==> config.mk <==
export PLATFORM = sky130hd
export DESIGN_NAME = bus_hold_arbiter_flat
export DESIGN_NICKNAME = d
export VERILOG_FILES = /design/src/rtl/bus_hold_arbiter_if.sv /design/src/rtl/bus_hold_arbiter.sv /design/src/flat_wrapper.sv
export SDC_FILE = /design/constraint.sdc
export NUM_CORES = 1
export LEC_CHECK = 0
export BUFFER_PORTS_ARGS = -buffer_cell sky130_fd_sc_hd__buf_2
export CAP_MARGIN = 30
export CORE_ASPECT_RATIO = 0.75
export CORE_MARGIN = 2
export CORE_UTILIZATION = 30
export CTS_CLUSTER_DIAMETER = 50
export DETAILED_ROUTE_END_ITERATION = 7
export PLACE_DENSITY = 0.43
export SLEW_MARGIN = 30
export SYNTH_ARGS = -nofsm -noshare
export SYNTH_HDL_FRONTEND = slang
export SYNTH_SLANG_ARGS = --single-unit
==> constraint.sdc <==
create_clock -name CLK -period 4.75 [get_ports CLK]
set_input_delay 0.2375 -clock CLK [delete_from_list [all_inputs] [get_ports CLK]]
set_output_delay 0.2375 -clock CLK [all_outputs]
set_load 0.02 [all_outputs]
==> src/rtl/bus_hold_arbiter_if.sv <==
// bus_hold_arbiter_if: 8088 hold/grant handshake between requesters, CPU and arbiter
interface bus_hold_arbiter_if #(
  parameter int N_REQ = 2
);
  localparam int ID_W = $clog2(N_REQ);
  logic [N_REQ-1:0] REQ;
  logic             HLDA;
  logic             HOLD;
  logic [N_REQ-1:0] GNT;
  logic [ID_W-1:0]  GNT_ID;
  logic             BUS_EN;
  logic             TIMEOUT;
  modport master (input REQ, HLDA, output HOLD, GNT, GNT_ID, BUS_EN, TIMEOUT);
  modport slave  (output REQ, HLDA, input HOLD, GNT, GNT_ID, BUS_EN, TIMEOUT);
endinterface

==> src/rtl/bus_hold_arbiter.sv <==
// bus_hold_arbiter: round-robin sharing of the 8088 local bus via HOLD/HLDA, CPU regains the bus between grants
module bus_hold_arbiter #(
  parameter int N_REQ    = 2,
  parameter int MAX_HOLD = 256,
  parameter int CNT_W    = 16
) (
  input logic                 CLK,
  input logic                 RESET_N,
  bus_hold_arbiter_if.master  bus
);
  localparam int ID_W = $clog2(N_REQ);
  typedef enum logic [1:0] {IDLE, HOLD_REQ, GRANT, RELEASE} state_t;
  state_t           state_q, state_d;
  logic             hold_q, hold_d;
  logic [N_REQ-1:0] gnt_q, gnt_d;
  logic [ID_W-1:0]  gnt_id_q, gnt_id_d;
  logic             timeout_q, timeout_d;
  logic [CNT_W-1:0] cnt_q, cnt_d;
  logic [ID_W-1:0]  ptr_q, ptr_d;
  logic [ID_W-1:0]  win, idx;
  logic             found;
  // round-robin pick: first set REQ bit scanning upward from the pointer with wrap
  always_comb begin
    win   = '0;
    idx   = '0;
    found = 1'b0;
    for (int i = 0; i < N_REQ; i++) begin
      idx = ID_W'((int'(ptr_q) + i) % N_REQ);
      if (!found && bus.REQ[idx]) begin
        found = 1'b1;
        win   = idx;
      end
    end
  end
  // next-state and registered outputs; RELEASE ignores REQ so the CPU always gets the bus back
  always_comb begin
    state_d   = state_q;
    hold_d    = hold_q;
    gnt_d     = gnt_q;
    gnt_id_d  = gnt_id_q;
    timeout_d = 1'b0;
    cnt_d     = cnt_q;
    ptr_d     = ptr_q;
    case (state_q)
      IDLE: begin
        if (|bus.REQ) begin
          state_d = HOLD_REQ;
          hold_d  = 1'b1;
        end
      end
      HOLD_REQ: begin
        if (bus.HLDA) begin
          state_d  = found ? GRANT : RELEASE;
          hold_d   = found;
          gnt_d    = found ? (N_REQ'(1) << win) : '0;
          gnt_id_d = found ? win : gnt_id_q;
          cnt_d    = found ? CNT_W'(1) : '0;
        end
      end
      GRANT: begin
        if (!bus.HLDA || !bus.REQ[gnt_id_q] || (MAX_HOLD != 0 && cnt_q == CNT_W'(MAX_HOLD))) begin
          state_d   = RELEASE;
          hold_d    = 1'b0;
          gnt_d     = '0;
          cnt_d     = '0;
          ptr_d     = ID_W'((int'(gnt_id_q) + 1) % N_REQ);
          timeout_d = bus.HLDA && bus.REQ[gnt_id_q];
        end else begin
          cnt_d = (cnt_q == '1) ? cnt_q : cnt_q + 1'b1;
        end
      end
      RELEASE: begin
        hold_d = 1'b0;
        gnt_d  = '0;
        if (!bus.HLDA) state_d = IDLE;
      end
      default: state_d = IDLE;
    endcase
  end
  // state register with synchronous active-low reset that overrides any tenure
  always_ff @(posedge CLK) begin
    if (!RESET_N) begin
      state_q   <= IDLE;
      hold_q    <= 1'b0;
      gnt_q     <= '0;
      gnt_id_q  <= '0;
      timeout_q <= 1'b0;
      cnt_q     <= '0;
      ptr_q     <= '0;
    end else begin
      state_q   <= state_d;
      hold_q    <= hold_d;
      gnt_q     <= gnt_d;
      gnt_id_q  <= gnt_id_d;
      timeout_q <= timeout_d;
      cnt_q     <= cnt_d;
      ptr_q     <= ptr_d;
    end
  end
  assign bus.HOLD    = hold_q;
  assign bus.GNT     = gnt_q;
  assign bus.GNT_ID  = gnt_id_q;
  assign bus.TIMEOUT = timeout_q;
  assign bus.BUS_EN  = |gnt_q & bus.HLDA;
endmodule

==> src/flat_wrapper.sv <==
// flat-port wrapper written by rule: the top's interface ports become plain ports
module bus_hold_arbiter_flat 
#(
  parameter int N_REQ    = 2,
  parameter int MAX_HOLD = 256,
  parameter int CNT_W    = 16
)
  (CLK, RESET_N, bus_REQ, bus_HLDA, bus_HOLD, bus_GNT, bus_GNT_ID, bus_BUS_EN, bus_TIMEOUT);
  bus_hold_arbiter_if #(.N_REQ(N_REQ)) bus_i ();
  input logic CLK;
  input logic RESET_N;
  input wire logic [$bits(bus_i.REQ)-1:0] bus_REQ;
  input wire logic [$bits(bus_i.HLDA)-1:0] bus_HLDA;
  output wire logic [$bits(bus_i.HOLD)-1:0] bus_HOLD;
  output wire logic [$bits(bus_i.GNT)-1:0] bus_GNT;
  output wire logic [$bits(bus_i.GNT_ID)-1:0] bus_GNT_ID;
  output wire logic [$bits(bus_i.BUS_EN)-1:0] bus_BUS_EN;
  output wire logic [$bits(bus_i.TIMEOUT)-1:0] bus_TIMEOUT;
  assign bus_i.REQ = bus_REQ;
  assign bus_i.HLDA = bus_HLDA;
  assign bus_HOLD = bus_i.HOLD;
  assign bus_GNT = bus_i.GNT;
  assign bus_GNT_ID = bus_i.GNT_ID;
  assign bus_BUS_EN = bus_i.BUS_EN;
  assign bus_TIMEOUT = bus_i.TIMEOUT;
  bus_hold_arbiter #(.N_REQ(N_REQ), .MAX_HOLD(MAX_HOLD), .CNT_W(CNT_W)) u_core (.CLK(CLK), .RESET_N(RESET_N), .bus(bus_i));
endmodule
==> results of run 1 <==
final timing paths:
kind	start	endpoint	slack, ns
setup / recovery	u_core.cnt_q[0]	u_core.cnt_q[0]	2.51
hold / removal	RESET_N	u_core.cnt_q[0]	0.32
setup reg to reg	u_core.cnt_q[0]	u_core.cnt_q[0]	2.51
hold reg to reg	u_core.bus.HOLD	u_core.bus.HOLD	0.45
flip-flops by register name, indices dropped and copies added (netlist names):
| name | cells |
|---|---|
| u_core.bus.GNT | 2 |
| u_core.bus.GNT_ID | 1 |
| u_core.bus.HOLD | 1 |
| u_core.bus.TIMEOUT | 1 |
| u_core.cnt_q | 16 |
| u_core.ptr_q | 1 |
| u_core.state_q | 2 |
layout make-up:
class                      instances  area [um2]  area share [%]
inverter                           8        30.0            1.84
multi-input combinational        145         957            58.6
sequential                        24         480            29.4
clock buffer                       3        41.3            2.53
timing repair buffer              10        50.0            3.06
tap                               60        75.1            4.59
synthesized netlist by cell type, drive strengths merged:
cell type | n | area (um2)
a2111o | 1 | 11.3
a211oi | 3 | 22.5
a21boi | 1 | 7.51
a21o | 1 | 7.51
a21oi | 15 | 75.1
a22oi | 1 | 7.51
a311oi | 2 | 17.5
a31oi | 4 | 25.0
a41oi | 1 | 16.3
and2 | 1 | 6.26
and3 | 1 | 6.26
and4 | 4 | 35.0
buf | 5 | 36.3
clkbuf | 3 | 11.3
dfxtp | 24 | 480
ha | 6 | 75.1
inv | 8 | 30.0
mux2 | 1 | 11.3
mux2i | 3 | 30.0
nand2 | 17 | 63.8
nand2b | 2 | 12.5
nand3 | 12 | 60.1
nand4 | 7 | 58.8
nor2 | 9 | 33.8
nor3 | 7 | 35.0
nor3b | 2 | 20.0
nor4 | 2 | 12.5
nor4b | 2 | 17.5
o2111ai | 2 | 17.5
o211a | 2 | 20.0
o211ai | 6 | 45.0
o21a | 2 | 15.0
o21ai | 11 | 55.1
o221ai | 2 | 17.5
o311a | 1 | 10.0
o31ai | 3 | 22.5
or3 | 5 | 36.3
or4 | 5 | 37.5
or4b | 1 | 10.0
report_power, final:
part           switching [mW]  leakage (nW)  internal (mW)
sequential             0.0226         0.195          0.226
clock                  0.0638        0.0216         0.0568
combinational           0.194         0.322          0.107
total                   0.280         0.538          0.390
critical path, delay by kind of cell, from the launching register on:
family	cells	cell delay, ns
compound gates	3	0.76
flops	1	0.38
fa+ha+maj	1	0.13
simple gates	2	0.79
buf+inv	1	0.08
kinds of logic after synthesis:
group	synth area share, %
multiplexers	2.73
AO/OA/AOI/OAI	26.0
buffers and inverters	5.13
AND/OR/NAND/NOR	29.4
flip-flops	31.8
adder cells (fa/ha/maj)	4.96
stage by stage:
step           hold WS (ns)  total power [mW]  utilization [%]  instances
2_1_floorplan         0.434             0.478                -        185
3_3_place_gp          0.441             0.553             32.6        247
3_5_place_dp          0.441             0.548             32.6        247
4_1_cts               0.323             0.671             33.5        250
5_1_grt               0.318             0.725             33.5        250
6_report              0.324             0.670             33.5        250
routing by layer:
metal,up-vias,GRT usage (%)
met1,695,24.5
met3,4,3.77
met2,38,21.6
li1,723,-
met4,0,4.56
met5,-,0
==> out/results.ini, run 1 <==
[synthesis]
synth.cell_area_mm2=0.00151
synth_fp_nets=196
ys_ff_latch=24
synth-seq-area-share_pct=31.8
yosysWarnings=0
ys_types=44
synth_cells=185
avgSynthCellArea_um2=8.18

[setup_path]
required_ns=4.91
crit_fanout=7
cp_cell_sequence=inv_1, ha_1, nor4b_1, nand4_1, a41oi_2, o221ai_1, o211a_1
worstPathArrival_ns=2.40
end_kind=register
crit_path_max_incr_delay_ns=0.44
crit_slowest_cell=nand4_1
critical_path_class=register to register
r2r_cells=7
start_kind=register

[floorplan]
rows=22
die_y_um=65.5
core_area_mm2=0.00487
die_area_mm2=0.00563
io_pins=11
start_util_pct=31.0
fp.dieW_um=86.0

[cells_and_area]
design_area_mm2=0.00163
finalNetCount=203
final_common_cell=dfxtp_1
drive_gt1_share_pct=10.5
diodes=0
fillerInstances=514
mostFrequentLayoutCells=24 x dfxtp_1, 17 x nand2_1, 15 x a21oi_1, 12 x nand3_1, 11 x o21ai_0
area_delta_synth_final_pct=8.02

[detailed_routing]
drtIter0Drc=99
drt_first_pass_iters=4
wl_per_cell_um=16.3
detail-route-antenna-nets=0
routed.top_layer=met4
wl_met2_um=1640
viasPerCell=5.84
wl_met1_um=2210
wl_met3_um=202
drt_wl_total_um=4080
drc=0
vias=1460

[clocking]
cts_max_level=1
hold_buffers=0
numClockSinks=24
cts_setup_buffers=0
cts-root-buf=clkbuf_8
clkLatencyLatePin_ns=0.27
cts_tree=done
clkTransAtPathRegs_ns=0.08
cts_buffer_depth=2
cts_buffers=3
postCtsResizedCells=0

[sta]
fin_crit_ns=2.24
fin_crit_sh_pct=47.1
slew_headroom_pct=55.3
clock-skew-final_ns=0.00303
fin_ws_ns=2.51
finalSetupViolations=0
slew_viol_final=0
final_hold_viol_count=0
setup_tns_ns=0
worst_pin_slew_ns=0.669
rsz0062_at_grt=no
fmax_ghz=0.447

[place]
io_buffers=10
pre_cts_ws_ns=2.39
gp_congestion=0.870
placed_cell_area_mm2=0.00159
post-dp-hpwl_um=2970

[global_route]
grt_start_max_net_pins=21
gr-total-overflow=0
grt_pass1_vias=1377
antenna_found_initial=0
grtUsageTotal_pct=15.9
grt_pass1_wl_um=7070

[power]
ir_worst_vdd_mv=0.150
p_leak_nw=0.538
powerDensity_mw_per_mm2=410

[run]
maxCapViolCount=0

[status]
status=finished clean

[min_path]
whs_path_depth=2
hp-class=input pin to register

Power figures use the tool's default switching activity.
==> run 2: changes to the inputs <==
--- a/config.mk
+++ b/config.mk
@@ -5,6 +5,7 @@
 export SDC_FILE = /design/constraint.sdc
 export NUM_CORES = 1
 export LEC_CHECK = 0
+export ABC_AREA = 1
 export BUFFER_PORTS_ARGS = -buffer_cell sky130_fd_sc_hd__buf_2
 export CAP_MARGIN = 30
 export CORE_ASPECT_RATIO = 0.75
@@ -12,7 +13,7 @@
 export CORE_UTILIZATION = 30
 export CTS_CLUSTER_DIAMETER = 50
 export DETAILED_ROUTE_END_ITERATION = 7
-export PLACE_DENSITY = 0.43
+export PLACE_DENSITY = 0.45
 export SLEW_MARGIN = 30
 export SYNTH_ARGS = -nofsm -noshare
 export SYNTH_HDL_FRONTEND = slang
==> constraint.sdc (replaced) <==
create_clock -name CLK -period 2.05 [get_ports CLK]
set_input_delay 0.1025 -clock CLK [delete_from_list [all_inputs] [get_ports CLK]]
set_output_delay 0.1025 -clock CLK [all_outputs]
set_load 0.02 [all_outputs]
==> run 2 against run 1 <==
  * Critical endpoint is now u_core.cnt_q[7]
  * Largest cell class unchanged
  * Hold slack got worse by 0.16 ns
  * Critical path type unchanged
  * Synthesized cell count rose by 57%
  * Maximum frequency is 30% higher
==> out/results.ini, run 2 <==
[setup_path]
regToRegSetupSlack_ns=0.33  ; -2.18 ns
timing.rr.start=u_core.state_q[1]
critical_path_class=register to register
crit_fanout=11  ; +4
r2r_cells=12  ; +5
end_kind=register
crit_path_max_incr_delay_ns=0.36  ; -0.08 ns
start_kind=register
cpMostUsedCell=inv_1
required_ns=2.26  ; -2.65 ns
crit_slowest_cell=dfxtp_1
rr_endpoint=u_core.cnt_q[7]
cp_cell_sequence=inv_1, ha_1, inv_1, nor2_1, inv_1, nand2_1, inv_1, buf_4, nand3_1, nand2_1, nand2_1, nor2_1
worstPathArrival_ns=1.93  ; -0.47 ns

[synthesis]
avgSynthCellArea_um2=5.95  ; -27%
synth_most_common_cell=nand2_1
synth_top_area_share_pct=27.8  ; -4.0 points
synth_top_family_by_area=simple AND/OR/NAND/NOR gates
synth_edf_count=0  ; unchanged
synth_fa_ha_area_share_pct=4.34  ; -0.62 points
ys_types=27  ; -39%
synthSimpleGateAreaFrac_pct=47.7  ; +18 points
yosys-mux-area-fraction_pct=0  ; -2.7 points
synth_cells=291  ; +57%
synthTopCellsByCount=76 x nand2_1, 69 x nor2_1, 44 x inv_1
synth_top_cells_by_area=dfxtp_1 28%, nand2_1 16%, nor2_1 15%
synth_fp_nets=302  ; +54%
yosysTopAreaCell=dfxtp_1
ys_ff_latch=24  ; unchanged
yosysWarnings=0  ; unchanged
synth.cell_area_mm2=0.00173  ; +14%
synth_xor_area_share_pct=1.52  ; +1.5 points
synthArstFlopShare_pct=0  ; unchanged
ys.flop_type=dfxtp_1
synth_compound_area_share_pct=5.50  ; -20 points
synth-seq-area-share_pct=27.8  ; -4.0 points

[cells_and_area]
final_common_cell=nand2_1
diodes=0  ; unchanged
area_delta_synth_final_pct=8.75
mostFrequentLayoutCells=76 x nand2_1, 69 x nor2_1, 44 x inv_1, 24 x dfxtp_1, 20 x nand3_1
finalNetCount=313  ; +54%
largest_register=u_core.cnt_q
fin_util_pct=34.6  ; +1.1 points
layoutNonFillerInstCount=375  ; +50%
largest_reg_flops=16  ; unchanged
drive_gt1_share_pct=10.7  ; +0.14 points

[power]
ir_worst_vdd_mv=0.430  ; +190%
total_power_mw=2.14  ; +220%
powerDensity_mw_per_mm2=1140  ; +180%
p_leak_nw=0.890  ; +65%

[clocking]
postCtsResizedCells=0  ; unchanged
clkLatencyLatePin_ns=0.27  ; about the same
cts_buffer_depth=2  ; unchanged
cts_setup_buffers=0  ; unchanged
numClockSinks=24  ; unchanged
cts_buffers=3  ; unchanged
cts_tree=done
cts-root-buf=clkbuf_8
hold_buffers=0  ; unchanged
cts_max_level=1  ; unchanged
clkTransAtPathRegs_ns=0.09  ; about the same

[detailed_routing]
drt_first_pass_iters=4  ; unchanged
vias=1649  ; +13%
drt_wl_total_um=4150  ; +1.7%
detail-route-antenna-nets=0  ; unchanged
wl_per_cell_um=11.1  ; -32%
viasPerCell=4.40  ; -25%
drtIter0Drc=109  ; +10%
drc=0  ; unchanged

[floorplan]
core_area_mm2=0.00544  ; +12%
start_util_pct=31.8  ; +0.77 points
die_y_um=69.8  ; +6.5%
rows=23  ; +4.5%
die_area_mm2=0.00640  ; +14%
fp.dieW_um=91.7  ; +6.6%
io_pins=11  ; unchanged

[sta]
slew_viol_final=0  ; unchanged
slew_headroom_pct=66.1  ; +11 points
fin_crit_sh_pct=84.0  ; +37 points
whs_ns=0.163  ; -0.160 ns
finalSetupViolations=0  ; unchanged
worst_pin_slew_ns=0.505  ; -0.165 ns
setup_tns_ns=0  ; unchanged
fmax_ghz=0.581  ; +30%
clock-skew-final_ns=0.00296  ; -0.0000728 ns
fin_crit_ns=1.72  ; -0.516 ns
final_hold_viol_count=0  ; unchanged
rsz0062_at_grt=no

[min_path]
hp-class=input pin to register
whs_path_depth=3  ; +1
min_from=bus_HLDA
min_to=u_core.bus.GNT_ID

[global_route]
antenna_found_initial=0  ; unchanged
grtUsageTotal_pct=14.7  ; -1.2 points
grt_pass1_wl_um=7650  ; +8.3%
grt_start_max_net_pins=25  ; +19%
gr-total-overflow=0  ; unchanged
grt_pass1_vias=1563  ; +14%

[place]
post-dp-hpwl_um=3100  ; +4.1%
io_buffers=10  ; unchanged
gp_congestion=0.815  ; -6.3%
placedCellCount=372  ; +51%

[status]
status=finished clean

[run]
maxCapViolCount=0  ; unchanged

-- run 2: area by class of cell --
type,count,area (um2)
fill,623,3560
multi-input combinational,214,1020
sequential,24,480
inverter,46,173
tap,75,93.8
timing repair buffer,13,72.6
clock buffer,3,41.3
-- run 2: stage by stage --
step	cell area, um2	setup slack, ns
finish	1880	0.328
global route	1880	0.0948
CTS	1880	0.315
detailed placement	1840	0.353
global placement	1840	0.350
floorplan	1730	0.430
-- run 2: layer usage --
layer	track usage [%]	share of wire, %	vias to the layer above
li1	-	-	908
met1	23.2	58	717
met2	20.2	37	20
met3	3.37	3.8	4
met4	2.49	1.0	0
met5	0	0	-
-- run 2: cells by family after synthesis --
| logic type | Yosys count |
|---|---|
| and+or+nand+nor | 187 |
| buffers and inverters | 53 |
| DFF | 24 |
| AOI/OAI and AO/OA | 18 |
| adders and majority gates | 6 |
| xor gates and xnor gates | 3 |
-- run 2: worst max-delay path, delay by kind of cell, from the launching register on --
family | cells | cell delay [ns]
and+or+nand+nor | 6 | 0.43
buffers and inverters | 5 | 0.64
DFF | 1 | 0.36
adders and majority gates | 1 | 0.20
-- run 2: worst max path at each step --
stage	from	to	slack, ns	depth (start not counted)
final	u_core.state_q[1]	u_core.cnt_q[7]	0.33	12
after global routing	u_core.state_q[1]	u_core.cnt_q[7]	0.09	12
after CTS	u_core.state_q[1]	u_core.cnt_q[7]	0.32	12
after detailed placement	u_core.state_q[1]	u_core.cnt_q[7]	0.35	12
after global placement	u_core.state_q[1]	u_core.cnt_q[7]	0.35	12
after floorplan	u_core.state_q[0]	u_core.cnt_q[11]	0.43	13
-- run 2: where the power goes --
part           internal (mW)  leakage (nW)  switching [mW]
Sequential             0.578         0.197          0.0992
Clock                  0.132        0.0216           0.161
Combinational          0.416         0.671           0.751
Total                   1.13         0.890            1.01
==> run 3: changes to the inputs <==
==> constraint.sdc (replaced) <==
create_clock -name CLK -period 1.5 [get_ports CLK]
set_input_delay 0.075 -clock CLK [delete_from_list [all_inputs] [get_ports CLK]]
set_output_delay 0.075 -clock CLK [all_outputs]
set_load 0.02 [all_outputs]
==> run 3 against run 2 <==
  * The run now ends with setup timing left
  * Global-route usage grew 0.88 points
  * First-iteration DRC count fell by 10%
  * Register-to-register slack worse by 0.35 ns
  * Largest power group unchanged
  * Utilization up 11 points
  * Power grew 81%
  * Sequential power up 40%
  * Design area grew 31%
  * Clock skew rose by 0.00054 ns
  * Die area is the same
  * Setup slack worse by 0.35 ns
  * Cell count rose by 11%
==> out/results.ini, run 3 (synthesis gave the netlist of run 2 again) <==
[global_route]
grt_use_met1_pct=24.3  ; +1.2 points
grt_pass1_vias=1627  ; +4.1%
gr-total-overflow=0  ; unchanged
grt_start_max_net_pins=25  ; unchanged
grtUsageMet3_pct=2.93  ; -0.43 points
grt_pass1_wl_um=7960  ; +4.1%
top_usage_layer=met1
grtUsageTotal_pct=15.6  ; +0.88 points
grt_use_met2_pct=22.0  ; +1.8 points
antenna_found_initial=0  ; unchanged

[cells_and_area]
area.sequential_um2=502  ; +4.4%
fillerInstances=569  ; -8.7%
largest_register=u_core.cnt_q
final_common_cell=nand2_1
area_delta_synth_final_pct=42.9
mostFrequentLayoutCells=68 x nand2_1, 59 x nor2_1, 38 x inv_1, 37 x buf_4, 14 x nand3_1
diodes=0  ; unchanged
largest_reg_flops=16  ; unchanged
fin_util_pct=45.5  ; +11 points
drive_gt1_share_pct=36.2  ; +25 points
finalNetCount=355  ; +13%
multi_input_area_mm2=0.00122  ; +20%

[detailed_routing]
drt_first_pass_iters=4  ; unchanged
drt_wl_total_um=4920  ; +19%
wl_per_cell_um=11.8  ; +6.3%
vias=1825  ; +11%
detail-route-antenna-nets=0  ; unchanged
drtIter0Drc=98  ; -10%
drc=0  ; unchanged
viasPerCell=4.37  ; -0.71%

[sta]
slew_viol_final=0  ; unchanged
finalSetupViolations=8  ; +8
clock-skew-final_ns=0.00350  ; +0.000538 ns
worst_pin_slew_ns=0.509  ; +0.00487 ns
whs_ns=0.264  ; +0.101 ns
fin_crit_ns=1.53  ; -0.195 ns
final_hold_viol_count=0  ; unchanged
fin_crit_sh_pct=102  ; +18 points
rsz0062_at_grt=yes
slew_headroom_pct=66.0  ; about the same
fmax_ghz=0.655  ; +13%
fin_ws_ns=-0.0265  ; -0.355 ns

[clocking]
clkTransAtPathRegs_ns=0.09  ; about the same
cts_tree=done
numClockSinks=24  ; unchanged
clkLatencyLatePin_ns=0.27  ; about the same
cts_buffers=3  ; unchanged
cts_max_level=1  ; unchanged
cts-root-buf=clkbuf_8
cts_buffer_depth=2  ; unchanged

[setup_path]
worstPathArrival_ns=1.70  ; -0.23 ns
critical_path_class=register to register
timing.rr.start=u_core.state_q[0]
crit_slowest_cell=dfxtp_2
critPathBufInv=4  ; -1
r2r_cells=9  ; -3
end_kind=register
cp_top_family=buffers and inverters
crit_start=u_core.state_q[0]
cp_cell_sequence=inv_2, buf_4, ha_1, nand2_1, inv_4, nand2_8, buf_12, o21ai_1, nor2_1
crit_path_max_incr_delay_ns=0.35  ; about the same
start_kind=register
cp.depth=9  ; -3
crit_fanout=5  ; -6
required_ns=1.68  ; -0.58 ns

[floorplan]
core_area_mm2=0.00544  ; unchanged
fp.dieW_um=91.7  ; unchanged
die_y_um=69.8  ; unchanged
rows=23  ; unchanged
die_area_mm2=0.00640  ; unchanged
start_util_pct=31.8  ; unchanged
io_pins=11  ; unchanged

[min_path]
min_from=RESET_N
hp-class=input pin to register
whs_path_depth=3  ; unchanged

[place]
post-dp-hpwl_um=3570  ; +15%
pre_cts_ws_ns=-0.0801  ; -0.433 ns
gp_congestion=0.772  ; -5.3%
io_buffers=10  ; unchanged

[power]
p_leak_nw=1.16  ; +31%
ir_worst_vdd_mv=0.745  ; +73%
powerDensity_mw_per_mm2=1560  ; +38%

[status]
violations=setup timing
status=complete, but fails checks

[run]
maxCapViolCount=0  ; unchanged

-- run 3: per-layer routing --
layer	up-vias	part of all wire [%]
li1	998	-
met1	791	54
met2	28	40
met3	8	5.0
met4	0	0.98
met5	-	0
-- run 3: area by class of cell --
cell class / instances / area share, %
well taps: 75 / 3.79
clock buffers: 4 / 2.23
multi-input cells: 215 / 49.4
flip-flops and latches: 24 / 20.3
inverters: 46 / 7.18
repair buffers: 54 / 17.1
-- run 3: what timing repair did --
item                       in CTS  in global routing
resized for setup              22                 41
pin swaps                       9                 11
setup endpoints to repair      20                 23
hold buffers                    0                  0
buffers inserted                2                  3
cloned                          1                  0
-- run 3: worst paths after layout --
kind	to	slack, ns
min reg2reg	u_core.ptr_q	0.50
max	u_core.cnt_q[2]	-0.03
max reg2reg	u_core.cnt_q[2]	-0.03
min	u_core.cnt_q[5]	0.26
-- run 3: worst register-to-register path: cells and delay by family, from the launching register on --
kind,cells,cell delay (ns)
flops,1,0.35
simple gates,3,0.24
fa+ha+maj,1,0.31
compound gates,1,0.11
buf+inv,4,0.43
-- run 3: report_power, final --
group / leakage [nW] / internal (mW) / switching, mW
clock network: 0.0288 / 0.235 / 0.232
logic: 0.931 / 1.12 / 1.33
registers: 0.202 / 0.808 / 0.139
-- run 3: per-stage QoR --
step | std cells | area, um2 | TNS [ns] | power, mW
global placement | 408 | 2160 | -0.952 | 3.04
floorplan | 291 | 1770 | -0.0473 | 2.31
CTS | 415 | 2330 | -0.399 | 3.66
finish | 418 | 2470 | -0.0916 | 3.86
global route | 418 | 2470 | -1.62 | 4.25
detailed placement | 408 | 2160 | -0.935 | 3.02
